<file path="config.mk">
export PLATFORM = sky130hd
export DESIGN_NAME = input_conditioner_flat
export DESIGN_NICKNAME = d
export VERILOG_FILES = /design/src/rtl/input_conditioner_pkg.sv /design/src/rtl/input_conditioner_if.sv /design/src/rtl/input_conditioner_debounce_fsm.sv /design/src/rtl/input_conditioner.sv /design/src/flat_wrapper.sv
export SDC_FILE = /design/constraint.sdc
export NUM_CORES = 1
export LEC_CHECK = 0
export CAP_MARGIN = 20
export CORE_MARGIN = 2
export CORE_UTILIZATION = 32
export DETAILED_ROUTE_END_ITERATION = 12
export SETUP_SLACK_MARGIN = 0.3
export SLEW_MARGIN = 20
export SYNTH_ARGS = -nofsm -noshare
export SYNTH_HDL_FRONTEND = slang
export SYNTH_HIERARCHICAL = 1
export SYNTH_SLANG_ARGS = --single-unit
</file>
<file path="constraint.sdc">
create_clock -name CLK -period 2.38 [get_ports CLK]
set_input_delay 0.238 -clock CLK [delete_from_list [all_inputs] [get_ports CLK]]
set_output_delay 0.238 -clock CLK [all_outputs]
set_load 0.02 [all_outputs]
</file>
<file path="src/rtl/input_conditioner_pkg.sv">
// Shared types for the board input conditioner.
// Key FSM state encoding and key index constants.
package input_conditioner_pkg;

  typedef enum logic [1:0] {
    IDLE         = 2'd0,
    PRESS_WAIT   = 2'd1,
    HELD         = 2'd2,
    RELEASE_WAIT = 2'd3
  } key_state_t;

  localparam int KEY_RUN    = 0;
  localparam int KEY_CLR_LD = 1;

endpackage

</file>
<file path="src/rtl/input_conditioner_if.sv">
// Board-side bundle of the input conditioner.
// master: board/bench drives raw KEY_N, S; slave: conditioner drives the clean outputs.
interface input_conditioner_if #(
  parameter int NUM_KEYS = 2,
  parameter int S_WIDTH  = 8
);

  logic [NUM_KEYS-1:0] KEY_N;
  logic [S_WIDTH-1:0]  S;
  logic                SYS_RESET;
  logic [NUM_KEYS-1:0] KEY_LEVEL;
  logic [NUM_KEYS-1:0] KEY_PRESS;
  logic [NUM_KEYS-1:0] KEY_RELEASE;
  logic [S_WIDTH-1:0]  S_SYNC;
  logic                S_CHANGED;

  modport master (
    output KEY_N, S,
    input  SYS_RESET, KEY_LEVEL, KEY_PRESS,
    input  KEY_RELEASE, S_SYNC, S_CHANGED
  );

  modport slave (
    input  KEY_N, S,
    output SYS_RESET, KEY_LEVEL, KEY_PRESS,
    output KEY_RELEASE, S_SYNC, S_CHANGED
  );

endinterface

</file>
<file path="src/rtl/input_conditioner_debounce_fsm.sv">
// One push-key: 2-flop sync, debounce FSM, registered level/press/release.
// Ports: clk, rst_n, key_n_i (raw active-low), level_o, press_o, release_o.
module debounce_fsm
  import input_conditioner_pkg::*;
#(
  parameter int DEBOUNCE_CYCLES = 500000
) (
  input  logic clk,
  input  logic rst_n,
  input  logic key_n_i,
  output logic level_o,
  output logic press_o,
  output logic release_o
);

  localparam int CW = $clog2(DEBOUNCE_CYCLES + 1);
  localparam logic [CW-1:0] CNT_MAX = CW'(DEBOUNCE_CYCLES - 1);

  logic [1:0]    sync_q;
  key_state_t    state_q;
  logic [CW-1:0] cnt_q;
  logic          level_q;
  logic          press_q;
  logic          release_q;
  logic          key_s;

  // Sync flops idle at 1 (released); key_s is 1 while pressed.
  assign key_s = ~sync_q[1];

  always_ff @(posedge clk or negedge rst_n) begin
    if (!rst_n) begin
      sync_q    <= 2'b11;
      state_q   <= IDLE;
      cnt_q     <= '0;
      level_q   <= 1'b0;
      press_q   <= 1'b0;
      release_q <= 1'b0;
    end else begin
      sync_q    <= {sync_q[0], key_n_i};
      press_q   <= 1'b0;
      release_q <= 1'b0;
      unique case (state_q)
        IDLE: begin
          if (key_s) begin
            state_q <= PRESS_WAIT;
            cnt_q   <= '0;
          end
        end
        PRESS_WAIT: begin
          if (!key_s) begin
            state_q <= IDLE;
            cnt_q   <= '0;
          end else if (cnt_q == CNT_MAX) begin
            state_q <= HELD;
            cnt_q   <= '0;
            level_q <= 1'b1;
            press_q <= 1'b1;
          end else begin
            cnt_q <= cnt_q + CW'(1);
          end
        end
        HELD: begin
          if (!key_s) begin
            state_q <= RELEASE_WAIT;
            cnt_q   <= '0;
          end
        end
        RELEASE_WAIT: begin
          if (key_s) begin
            state_q <= HELD;
            cnt_q   <= '0;
          end else if (cnt_q == CNT_MAX) begin
            state_q   <= IDLE;
            cnt_q     <= '0;
            level_q   <= 1'b0;
            release_q <= 1'b1;
          end else begin
            cnt_q <= cnt_q + CW'(1);
          end
        end
        default: begin
          state_q <= IDLE;
          cnt_q   <= '0;
        end
      endcase
    end
  end

  assign level_o   = level_q;
  assign press_o   = press_q;
  assign release_o = release_q;

endmodule

</file>
<file path="src/rtl/input_conditioner.sv">
// Board input front-end: reset sync, per-key debounce, switch sync.
// Ports: CLK, RESET (async active-low), bus (slave: raw keys/switches in, clean signals out).
module input_conditioner
  import input_conditioner_pkg::*;
#(
  parameter int NUM_KEYS        = 2,
  parameter int S_WIDTH         = 8,
  parameter int DEBOUNCE_CYCLES = 500000
) (
  input  logic                 CLK,
  input  logic                 RESET,
  input_conditioner_if.slave   bus
);

  if (DEBOUNCE_CYCLES < 1) begin : g_chk
    $fatal(1, "DEBOUNCE_CYCLES must be >= 1");
  end

  // Reset sync: asserts at once, releases on the 2nd edge.
  logic [1:0] rst_sync_q;

  always_ff @(posedge CLK or negedge RESET) begin
    if (!RESET) begin
      rst_sync_q <= 2'b11;
    end else begin
      rst_sync_q <= {rst_sync_q[0], 1'b0};
    end
  end

  assign bus.SYS_RESET = rst_sync_q[1];

  logic [S_WIDTH-1:0] s_meta_q;
  logic [S_WIDTH-1:0] s_sync_q;
  logic [S_WIDTH-1:0] s_prev_q;
  logic               s_chg_q;

  always_ff @(posedge CLK or negedge RESET) begin
    if (!RESET) begin
      s_meta_q <= '0;
      s_sync_q <= '0;
      s_prev_q <= '0;
      s_chg_q  <= 1'b0;
    end else begin
      s_meta_q <= bus.S;
      s_sync_q <= s_meta_q;
      s_prev_q <= s_sync_q;
      s_chg_q  <= (s_sync_q != s_prev_q);
    end
  end

  assign bus.S_SYNC    = s_sync_q;
  assign bus.S_CHANGED = s_chg_q;

  logic [NUM_KEYS-1:0] key_level;
  logic [NUM_KEYS-1:0] key_press;
  logic [NUM_KEYS-1:0] key_release;

  for (genvar k = 0; k < NUM_KEYS; k++) begin : g_key
    debounce_fsm #(
      .DEBOUNCE_CYCLES(DEBOUNCE_CYCLES)
    ) u_db (
      .clk       (CLK),
      .rst_n     (RESET),
      .key_n_i   (bus.KEY_N[k]),
      .level_o   (key_level[k]),
      .press_o   (key_press[k]),
      .release_o (key_release[k])
    );
  end

  assign bus.KEY_LEVEL   = key_level;
  assign bus.KEY_PRESS   = key_press;
  assign bus.KEY_RELEASE = key_release;

endmodule
</file>
<file path="src/flat_wrapper.sv">
// flat-port wrapper written by rule: the top's interface ports become plain ports
module input_conditioner_flat import input_conditioner_pkg::*;
#(
  parameter int NUM_KEYS        = 2,
  parameter int S_WIDTH         = 8,
  parameter int DEBOUNCE_CYCLES = 500000
)
  (CLK, RESET, bus_KEY_N, bus_S, bus_SYS_RESET, bus_KEY_LEVEL, bus_KEY_PRESS, bus_KEY_RELEASE, bus_S_SYNC, bus_S_CHANGED);
  input_conditioner_if #(.NUM_KEYS(NUM_KEYS), .S_WIDTH(S_WIDTH)) bus_i ();
  input  logic CLK;
  input  logic RESET;
  input wire logic [$bits(bus_i.KEY_N)-1:0] bus_KEY_N;
  input wire logic [$bits(bus_i.S)-1:0] bus_S;
  output wire logic [$bits(bus_i.SYS_RESET)-1:0] bus_SYS_RESET;
  output wire logic [$bits(bus_i.KEY_LEVEL)-1:0] bus_KEY_LEVEL;
  output wire logic [$bits(bus_i.KEY_PRESS)-1:0] bus_KEY_PRESS;
  output wire logic [$bits(bus_i.KEY_RELEASE)-1:0] bus_KEY_RELEASE;
  output wire logic [$bits(bus_i.S_SYNC)-1:0] bus_S_SYNC;
  output wire logic [$bits(bus_i.S_CHANGED)-1:0] bus_S_CHANGED;
  assign bus_i.KEY_N = bus_KEY_N;
  assign bus_i.S = bus_S;
  assign bus_SYS_RESET = bus_i.SYS_RESET;
  assign bus_KEY_LEVEL = bus_i.KEY_LEVEL;
  assign bus_KEY_PRESS = bus_i.KEY_PRESS;
  assign bus_KEY_RELEASE = bus_i.KEY_RELEASE;
  assign bus_S_SYNC = bus_i.S_SYNC;
  assign bus_S_CHANGED = bus_i.S_CHANGED;
  input_conditioner #(.NUM_KEYS(NUM_KEYS), .S_WIDTH(S_WIDTH), .DEBOUNCE_CYCLES(DEBOUNCE_CYCLES)) u_core (.CLK(CLK), .RESET(RESET), .bus(bus_i));
endmodule
</file>
# Yosys cells after proc, flatten, opt, wreduce, memory -nomap -nowiden
# Index checks and enable logic that the tools add are counted.
# totals
reg_bits	79
input_bits	12
output_inout_bits	16
wordCells	100
# classes
n_addsub	2
eq_ne	25
muxes	46
reduce_logical	10
# op_table
op	n
19-bit two-way mux	10
19-bit case mux with 4 select lines	2
19-bit by 1-bit adder with 19-bit output (second input constant)	2
19-bit equality test (second input constant)	2
2-bit two-way mux	12
2-bit inequality test (second input constant)	12
1-bit two-way mux	18
2-bit case mux with 4 select lines	2
3-bit inequality test (second input constant)	4
5-bit AND reduction	2
2-bit equality test (second input constant)	4
8-bit inequality test	1
4-bit AND reduction	2
2-bit by 1-bit equality test with 1-bit output (second input constant)	2
2-bit zero test	2
1-bit case mux with 2 select lines	2
2-bit AND reduction	2
2-bit nonzero test	2

# Logic depth before layout (Yosys ltp)
# Gate-level depths: netlist of run 1.
# depth
depth_word	4
mapped_depth	7
depth_no_buf	6

# By module
# Netlist of run 1, hierarchy kept.
# by_module_without_submodules
module	n_inst	cells_each	area_per_inst_um2
debounce_fsm at u_core.g_key[0].u_db	1	145	1386.3
debounce_fsm at u_core.g_key[1].u_db	1	136	1325.0
input_conditioner	1	39	768.2

# Worst setup path after synthesis of run 1
# OpenSTA, ideal clock, no wires.
# synth_timing
path_kind	flip-flop to flip-flop
startpoint	reg u_core.g_key[1].u_db.cnt_q[7]
endpoint	reg u_core.g_key[1].u_db.cnt_q[2]
t_arrival_ns	1.771
required_time_ns	2.262
path_slack_ns	0.491
path_stages_with_launch	7
path_buffers	1
cell_sequence	dfrtp_1 or4_4 nor4_4 a21o_1 buf_6 o21ai_1 a21o_1
# synth_via
elab_chain_cells	4
# synth_rtl
element	line_no	source
from (decl)	input_conditioner_debounce_fsm.sv:21	logic [CW-1:0] cnt_q;
from (signal assigned)	input_conditioner_debounce_fsm.sv:59	cnt_q <= cnt_q + CW'(1);
from (signal assigned)	input_conditioner_debounce_fsm.sv:78	cnt_q <= cnt_q + CW'(1);
19-bit equality test (*)	input_conditioner_debounce_fsm.sv:53, input_conditioner_debounce_fsm.sv:72	
19-bit two-way mux (*)	input_conditioner_debounce_fsm.sv:53, input_conditioner_debounce_fsm.sv:72	
19-bit two-way mux, on equally long branches	input_conditioner_debounce_fsm.sv:69, input_conditioner_debounce_fsm.sv:50	
19-bit case mux with 4 select lines (*)	input_conditioner_debounce_fsm.sv:42	unique case (state_q)
# Mark *: on every way between the ends. The rest lies on a longest branch, timed or not.
# A chain may end at the register's enable or synchronous reset.

# Final worst setup path of run 1
# layout_timing
startpoint	reg u_core.g_key[1].u_db.cnt_q[1]
endpoint	reg u_core.g_key[1].u_db.cnt_q[12]
# layout_via
elab_chain_cells	4
# layout_rtl
element	line_no
19-bit by 1-bit adder with 19-bit output / 19-bit equality test (equally long branches)	-
19-bit two-way mux (*)	input_conditioner_debounce_fsm.sv:53, input_conditioner_debounce_fsm.sv:72
19-bit two-way mux, on equally long branches	input_conditioner_debounce_fsm.sv:69, input_conditioner_debounce_fsm.sv:50
19-bit case mux with 4 select lines (*)	input_conditioner_debounce_fsm.sv:42
# Marks and branches as above.

==> metrics, run 1 <==
status finished clean; global-route wire length before repair 11.79 mm; Design Area, Final approximately 4200 µm²; period utilization a little over four fifths; vias per inst 5.170; fraction of registers with async set/reset 100.0%; Slew Limit Fails 0; root buf cell clkbuf_8; final WL slightly below 7 mm; min Tclk post-route ~2.0 ns; Register Area 1987 µm²; peak fanout along the critical path 10; Leak Pwr between 1.5 and 2 nW; grt ovf 0; Die X ~110 µm; library cells used by synthesis 49; CP required roughly 2.6 ns; CTS max path bufs 2; Port-buffer cells 27; ant diodes 0; post-synthesis adder-cell area fraction less than 1%; Reg clk slew, reported paths ~0.090 ns; layout cell share with drive strength beyond 1 between 10% and 20%; total track usage around an eighth; cell count after synthesis 320; detailed placement HPWL 4.497 mm; vias between 2,000 and 3,000; slack of the worst reg-to-reg path around 0.38 ns; worst slack, placed roughly 0.29 ns; Synth Area in XOR/XNOR around 4%; max cap viols 0; Power, Total 3.550 mW; DR pass1 iterations 4; post-synth net total approximately 330; largest family of logic cells by synthesized area simple AND/OR/NAND/NOR gates; CTS buffer count 9; PD cells around 840 nW/µm²; Die Area approximately 12,000 µm²; Top FF cell, synth dfrtp_1; Die Height between 100 and 150 µm; Startpoint Class flip-flop; routability cong. 0.8414; WHS about 0.28 ns; Mean Syn Cell Area between 10 and 15 µm²; # DRC 0; worst-path cell chain ha_1 -> nand4_1 -> nor4_4 -> buf_4 -> a21oi_4 -> a41oi_1 -> a31oi_1; antenna violations before repair 0; Arrival @ worst endpoint approximately 2.2 ns; CP Capture Type flip-flop; row count 38; IO Pins 28; non-filler instance count after layout ~510; footprint of the multi-input gates between 1000 and 1500 µm²; placed inst area 3923 µm²; Mapped Area 3480 µm²; average wire per standard cell roughly 14 µm; fmax about 500 MHz; Setup violations, final 0; fillers approximately 1,100; complex-gate fraction of the synthesized area between 10% and 20%; critical path class reg -> reg; synthesized flop and latch total ~80; Setup Skew 0.01115 ns; H-tree levels 3; Crit-path slowest cell dfrtp_1; worst min-delay path class in -> reg; RSZ-0062 raised after global routing no; pin count of the biggest net entering global routing 57; # clock sinks just under 80; CTS tree done; mux cell area share after synthesis less than 1%; DR iter-0 viols ~170; Core ar. roughly 11,000 µm²; Antenna Nets Post-Route 0; Rel. slew slack 48.81%; synth warn 6; vias in the first global route approximately 2,500; post-layout util approximately 39%; Fin Setup TNS 0 ns; Post-Synth Simple-Gate Area approximately 20%; post-synthesis sequential area ratio between 50% and 60%; placed cells about 480; maximum vdd drop approximately 0.00047 V; starting density of the core between 30% and 40%; Final Worst Setup Slack ~0.38 ns; Clock Latency Late Sink ~0.35 ns; Slew @ Worst Pin around 0.76 ns; nets between 300 and 400; slowest stage delay, CP around 0.40 ns; number of synthesized flops with an enable pin 0; Fin. Hold Viols 0; Area growth, synth to finish 21.83%
timing repair:
action	in CTS	in global routing
hold buffers	1	0
gates cloned	0	1
pin swaps	0	4
setup buffers	0	4
endpoints found under the setup margin	4	12
resized for setup	1	9
endpoints found under the hold margin	19	0
final cells by class:
| class | count | area share, % |
|---|---|---|
| Clock buffer | 9 | 2.922 |
| Timing Repair Buffer | 39 | 8.796 |
| Multi-Input combinational cell | 222 | 33.94 |
| Sequential cell | 79 | 46.87 |
| Clock inverter | 7 | 2.450 |
| Inverter | 10 | 0.8855 |
| Tap cell | 140 | 4.132 |
state kept, by name, indices dropped and copies added (netlist names), named ones only:
| name | flops |
|---|---|
| u_core/bus.S_CHANGED | 1 |
| u_core/bus.S_SYNC | 8 |
| u_core/g_key.u_db/cnt_q | 38 |
| u_core/g_key.u_db/level_o | 2 |
| u_core/g_key.u_db/press_o | 2 |
| u_core/g_key.u_db/release_o | 2 |
| u_core/g_key.u_db/state_q | 2 |
| u_core/g_key.u_db/sync_q | 4 |
| u_core/rst_sync_q | 2 |
| u_core/s_meta_q | 8 |
| u_core/s_prev_q | 8 |
critical path: cells and delay by family, from the launching register on:
family          cells  cell delay [ns]
fa+ha+maj           1             0.25
simple gates        2             0.62
flops               1             0.40
compound gates      3             0.41
buf+inv             1             0.20
cells in the final DEF (no fill, tap or decap), types with 5 or more instances in the layout:
cell	Yosys	final
nor3_1	9	9
and3_1	7	7
nor4_1	5	5
dfstp_2	6	6
nand2b_1	5	5
clkdlybuf4s50_1	0	26
a31oi_1	14	14
clkbuf_8	0	9
a22o_1	6	6
nor2_1	14	14
dfrtp_1	73	71
nand4_1	8	8
a21oi_1	19	18
xor2_1	10	10
nand3_1	20	20
o21ai_0	17	17
inv_1	10	10
nand2_1	28	28
buf_4	3	11
final timing paths:
kind | from | end | depth (start not counted)
max in group asynchronous | RESET | u_core/g_key[0].u_db/sync_q[0] | 3
min reg2reg | u_core/s_meta_q[5] | u_core/bus.S_SYNC[5] | 0
max | u_core/g_key[1].u_db/cnt_q[1] | u_core/g_key[1].u_db/cnt_q[12] | 7
min in group asynchronous | RESET | u_core/g_key[1].u_db/press_o | 2
max reg2reg | u_core/g_key[1].u_db/cnt_q[1] | u_core/g_key[1].u_db/cnt_q[12] | 7
min | bus_KEY_N[0] | u_core/g_key[0].u_db/sync_q[0] | 1
Yosys cell counts (3+ instances only):
cell type  count  area, µm²
nor2_1        14      52.55
or3_1          4      25.02
nand2b_1       5      31.28
o21ai_0       17      85.08
xor2_1        10      87.58
nor3_1         9      45.04
dfrtp_1       73       1827
nor4_1         5      31.28
o31ai_1        3      22.52
nand2_1       28      105.1
xnor2_1        4      35.03
a22o_1         6      52.55
a41oi_1        5      43.79
clkbuf_1       4      15.01
inv_1         10      37.54
nand3_1       20      100.1
nand3_2        3      30.03
nand4_1        8      50.05
a21o_1         4      30.03
dfstp_2        6      157.7
a31oi_1       14      87.58
o21ai_1        4      20.02
and3_1         7      43.79
mux2i_1        3      30.03
buf_4          3      22.52
a21oi_1       19      95.09
kinds of logic (layout without fill, tap and decap cells):
family                   count (synthesis)  count (layout)
adder cells (fa/ha/maj)                  2               2
multiplexers                             3               3
AO/OA/AOI/OAI                           79              80
XOR/XNOR                                15              15
other                                    1               1
flip-flops                              79              79
AND/OR/NAND/NOR                        121             121
buffers and inverters                   20              65
where the power goes:
| group | internal (mW) | total, mW | switching (mW) |
|---|---|---|---|
| sequential | 1.44 | 1.56 | 0.117 |
| combinational | 0.321 | 0.862 | 0.541 |
| clock | 0.605 | 1.13 | 0.522 |
| total | 2.37 | 3.55 | 1.18 |
layer usage:
| layer | track usage [%] | vias up | share of wire [%] | wire, µm |
|---|---|---|---|---|
| met5 | 0 | - | 0 | 0 |
| met4 | 5.861 | 0 | 1.7 | 114 |
| met3 | 3.677 | 10 | 4.5 | 309 |
| met2 | 19.95 | 57 | 48 | 3280 |
| met1 | 16.40 | 1292 | 46 | 3199 |
| li1 | - | 1257 | - | - |
(Power assumes the default switching activity.)
==> run 2, diff against run 1 <==
==> constraint.sdc (replaced) <==
create_clock -name CLK -period 1.8 [get_ports CLK]
set_input_delay 0.18 -clock CLK [delete_from_list [all_inputs] [get_ports CLK]]
set_output_delay 0.18 -clock CLK [all_outputs]
set_load 0.02 [all_outputs]
==> run 2 against run 1 <==
The flow now finishes with violations (negative setup slack). Routed wire length grew 18%. Sequential share of layout area fell by 7.2 points. Sequential power up 33%. Setup slack got worse by 0.53 ns. Non-clock buffer count up 59. Register-to-register slack got worse by 0.53 ns. Combinational power increased by 140%. Utilization grew 7.2 points. Critical path depth unchanged. Highest routed layer unchanged.
==> metrics, run 2 (same netlist as run 1, synthesis figures left out) <==
status finished with violations; violated checks negative setup slack; period utilization 108.1% (+24 points); total track usage 14.60% (+1.8 points); GR met3 Demand/Resource 4.581% (+0.90 points); PD cells 1053 nW/µm² (+26%); vias in the first global route 2,789 (+10%); pin count of the biggest net entering global routing 37 (-35%); Setup Skew 0.01045 ns (-0.0007002 ns); peak fanout along the critical path 6 (-4); Clock Latency Late Sink 0.36 ns (about the same); Slew @ Worst Pin 0.6040 ns (-0.1580 ns); IO Pins 28 (unchanged); Rel. slew slack 59.42% (+11 points); antenna violations before repair 0 (unchanged); max cap viols 0 (unchanged); vias per inst 4.975 (-3.8%); average wire per standard cell 14.49 µm (+6.3%); final WL 8.175 mm (+18%); root buf cell clkbuf_8; Die X 108.3 µm (unchanged); global-route wire length before repair 13.20 mm (+12%); Die Area 11,720 µm² (unchanged); most frequent cells in the layout dfrtp_1 (69), buf_4 (50), nand2_1 (28); post-layout util 46.68% (+7.2 points); vias 2,806 (+7.3%); row count 38 (unchanged); Slew Limit Fails 0 (unchanged); CTS max path bufs 2 (unchanged); Crit-path slowest cell or4_4; register with the most flip-flops u_core/g_key.u_db/cnt_q; GR peak layer met2; detailed placement HPWL 5.091 mm (+13%); ant diodes 0 (unchanged); worst slack, placed -0.1373 ns (-0.4259 ns); # clock sinks 79 (unchanged); # DRC 0 (unchanged); Area growth, synth to finish 44.16%; most used cell, CP a21o_1; layout cell share with drive strength beyond 1 37.97% (+22 points); Arrival @ worst endpoint 2.19 ns (-0.05 ns); Die Height 108.3 µm (unchanged); Power, Total 5.281 mW (+49%); Final Worst Setup Slack -0.1464 ns (-0.5279 ns); critical path class reg -> reg; CP required 2.05 ns (-0.57 ns); worst-path cell chain or4_4 -> nor4_4 -> buf_4 -> a21o_1 -> buf_6 -> o21ai_2 -> a21o_1; Startpoint Class flip-flop; min Tclk post-route 1.946 ns (-0.05209 ns); M2 GR Usage 23.36% (+3.4 points); Port-buffer cells 27 (unchanged); grt ovf 0 (unchanged); fmax 513.8 MHz (+2.7%); Leak Pwr 2.110 nW (+22%); nets 433 (+15%); maximum vdd drop 0.0005464 V (+15%); DR iter-0 viols 118 (-30%); CTS buffer count 9 (unchanged); Core ar. 10,750 µm² (unchanged); CTS tree done; routability cong. 0.8172 (-2.9%); Largest register FFs 38 (unchanged); M1 GR Usage 18.24% (+1.8 points); worst min-delay path class in -> reg; Reg clk slew, reported paths 0.08 ns (about the same); H-tree levels 3 (unchanged); Antenna Nets Post-Route 0 (unchanged); Fin. Hold Viols 0 (unchanged); Setup violations, final 23 (+23); commonest non-fill, non-tap cell in the layout dfrtp_1; CP Capture Type flip-flop; DR pass1 iterations 4 (unchanged); slowest stage delay, CP 0.55 ns (+0.15 ns); RSZ-0062 raised after global routing yes; starting density of the core 32.38% (unchanged)
==> run 2: worst paths after layout <==
path / from / end / slack, ns / cells past startpoint
worst max-delay path: u_core/g_key[1].u_db/cnt_q[7] / u_core/g_key[1].u_db/cnt_q[2] / -0.15 / 7
worst min-delay path: bus_KEY_N[0] / u_core/g_key[0].u_db/sync_q[0] / 0.24 / 1
worst max register to register: u_core/g_key[1].u_db/cnt_q[7] / u_core/g_key[1].u_db/cnt_q[2] / -0.15 / 7
worst min register to register: u_core/s_meta_q[2] / u_core/bus.S_SYNC[2] / 0.34 / 0
max in group asynchronous: RESET / u_core/g_key[0].u_db/cnt_q[5] / 0.92 / 3
min in group asynchronous: RESET / u_core/s_meta_q[1] / 0.27 / 2
==> run 2: repair_timing <==
action	CTS	global route
pin swaps	16	25
hold endpoints to repair	23	0
gates cloned	2	0
hold buffers	1	0
buffers inserted	13	10
setup endpoints to repair	57	48
gates resized for setup	59	40
==> run 2: cell type report <==
type                       instances  area [µm²]
tap                              140       175.2
fill                             985        5729
clock buffer                      12       145.1
inverter                          10       37.54
timing repair buffer              98       938.4
multi-input combinational        221        1708
clock inverter                     4       22.52
sequential                        79        1989
==> run 2: report_power, final <==
group	internal (mW)	leakage [nW]	switching, mW
Combinational	1.01	1.02	1.04
Sequential	1.90	1.00	0.165
Clock	0.532	0.0861	0.629
Total	3.45	2.11	1.83
==> run 2: metrics by stage <==
step | cells | cell area [µm²] | hold slack (ns) | TNS, ns
3_5_place_dp | 522 | 4257 | 0.1064 | -0.7610
6_report | 564 | 5016 | 0.2383 | -1.824
5_1_grt | 564 | 5016 | 0.2187 | -3.683
3_3_place_gp | 522 | 4257 | 0.1048 | -0.2149
4_1_cts | 554 | 4773 | 0.2173 | -0.2385
2_1_floorplan | 320 | 3526 | -0.1156 | 0
==> run 2: worst max-delay path: cells and delay by family (launching register included) <==
family	cells	cell delay, ns
AO/OA/AOI/OAI	3	0.35
AND/OR/NAND/NOR	2	0.80
buffers and inverters	2	0.31
flip-flops	1	0.38
==> run 2: per-layer routing <==
metal  routed length, µm  part of all wire (%)
met5                   0                     0
met3                 286                   3.5
met2                3953                    48
met1                3780                    46
met4                 155                   1.9
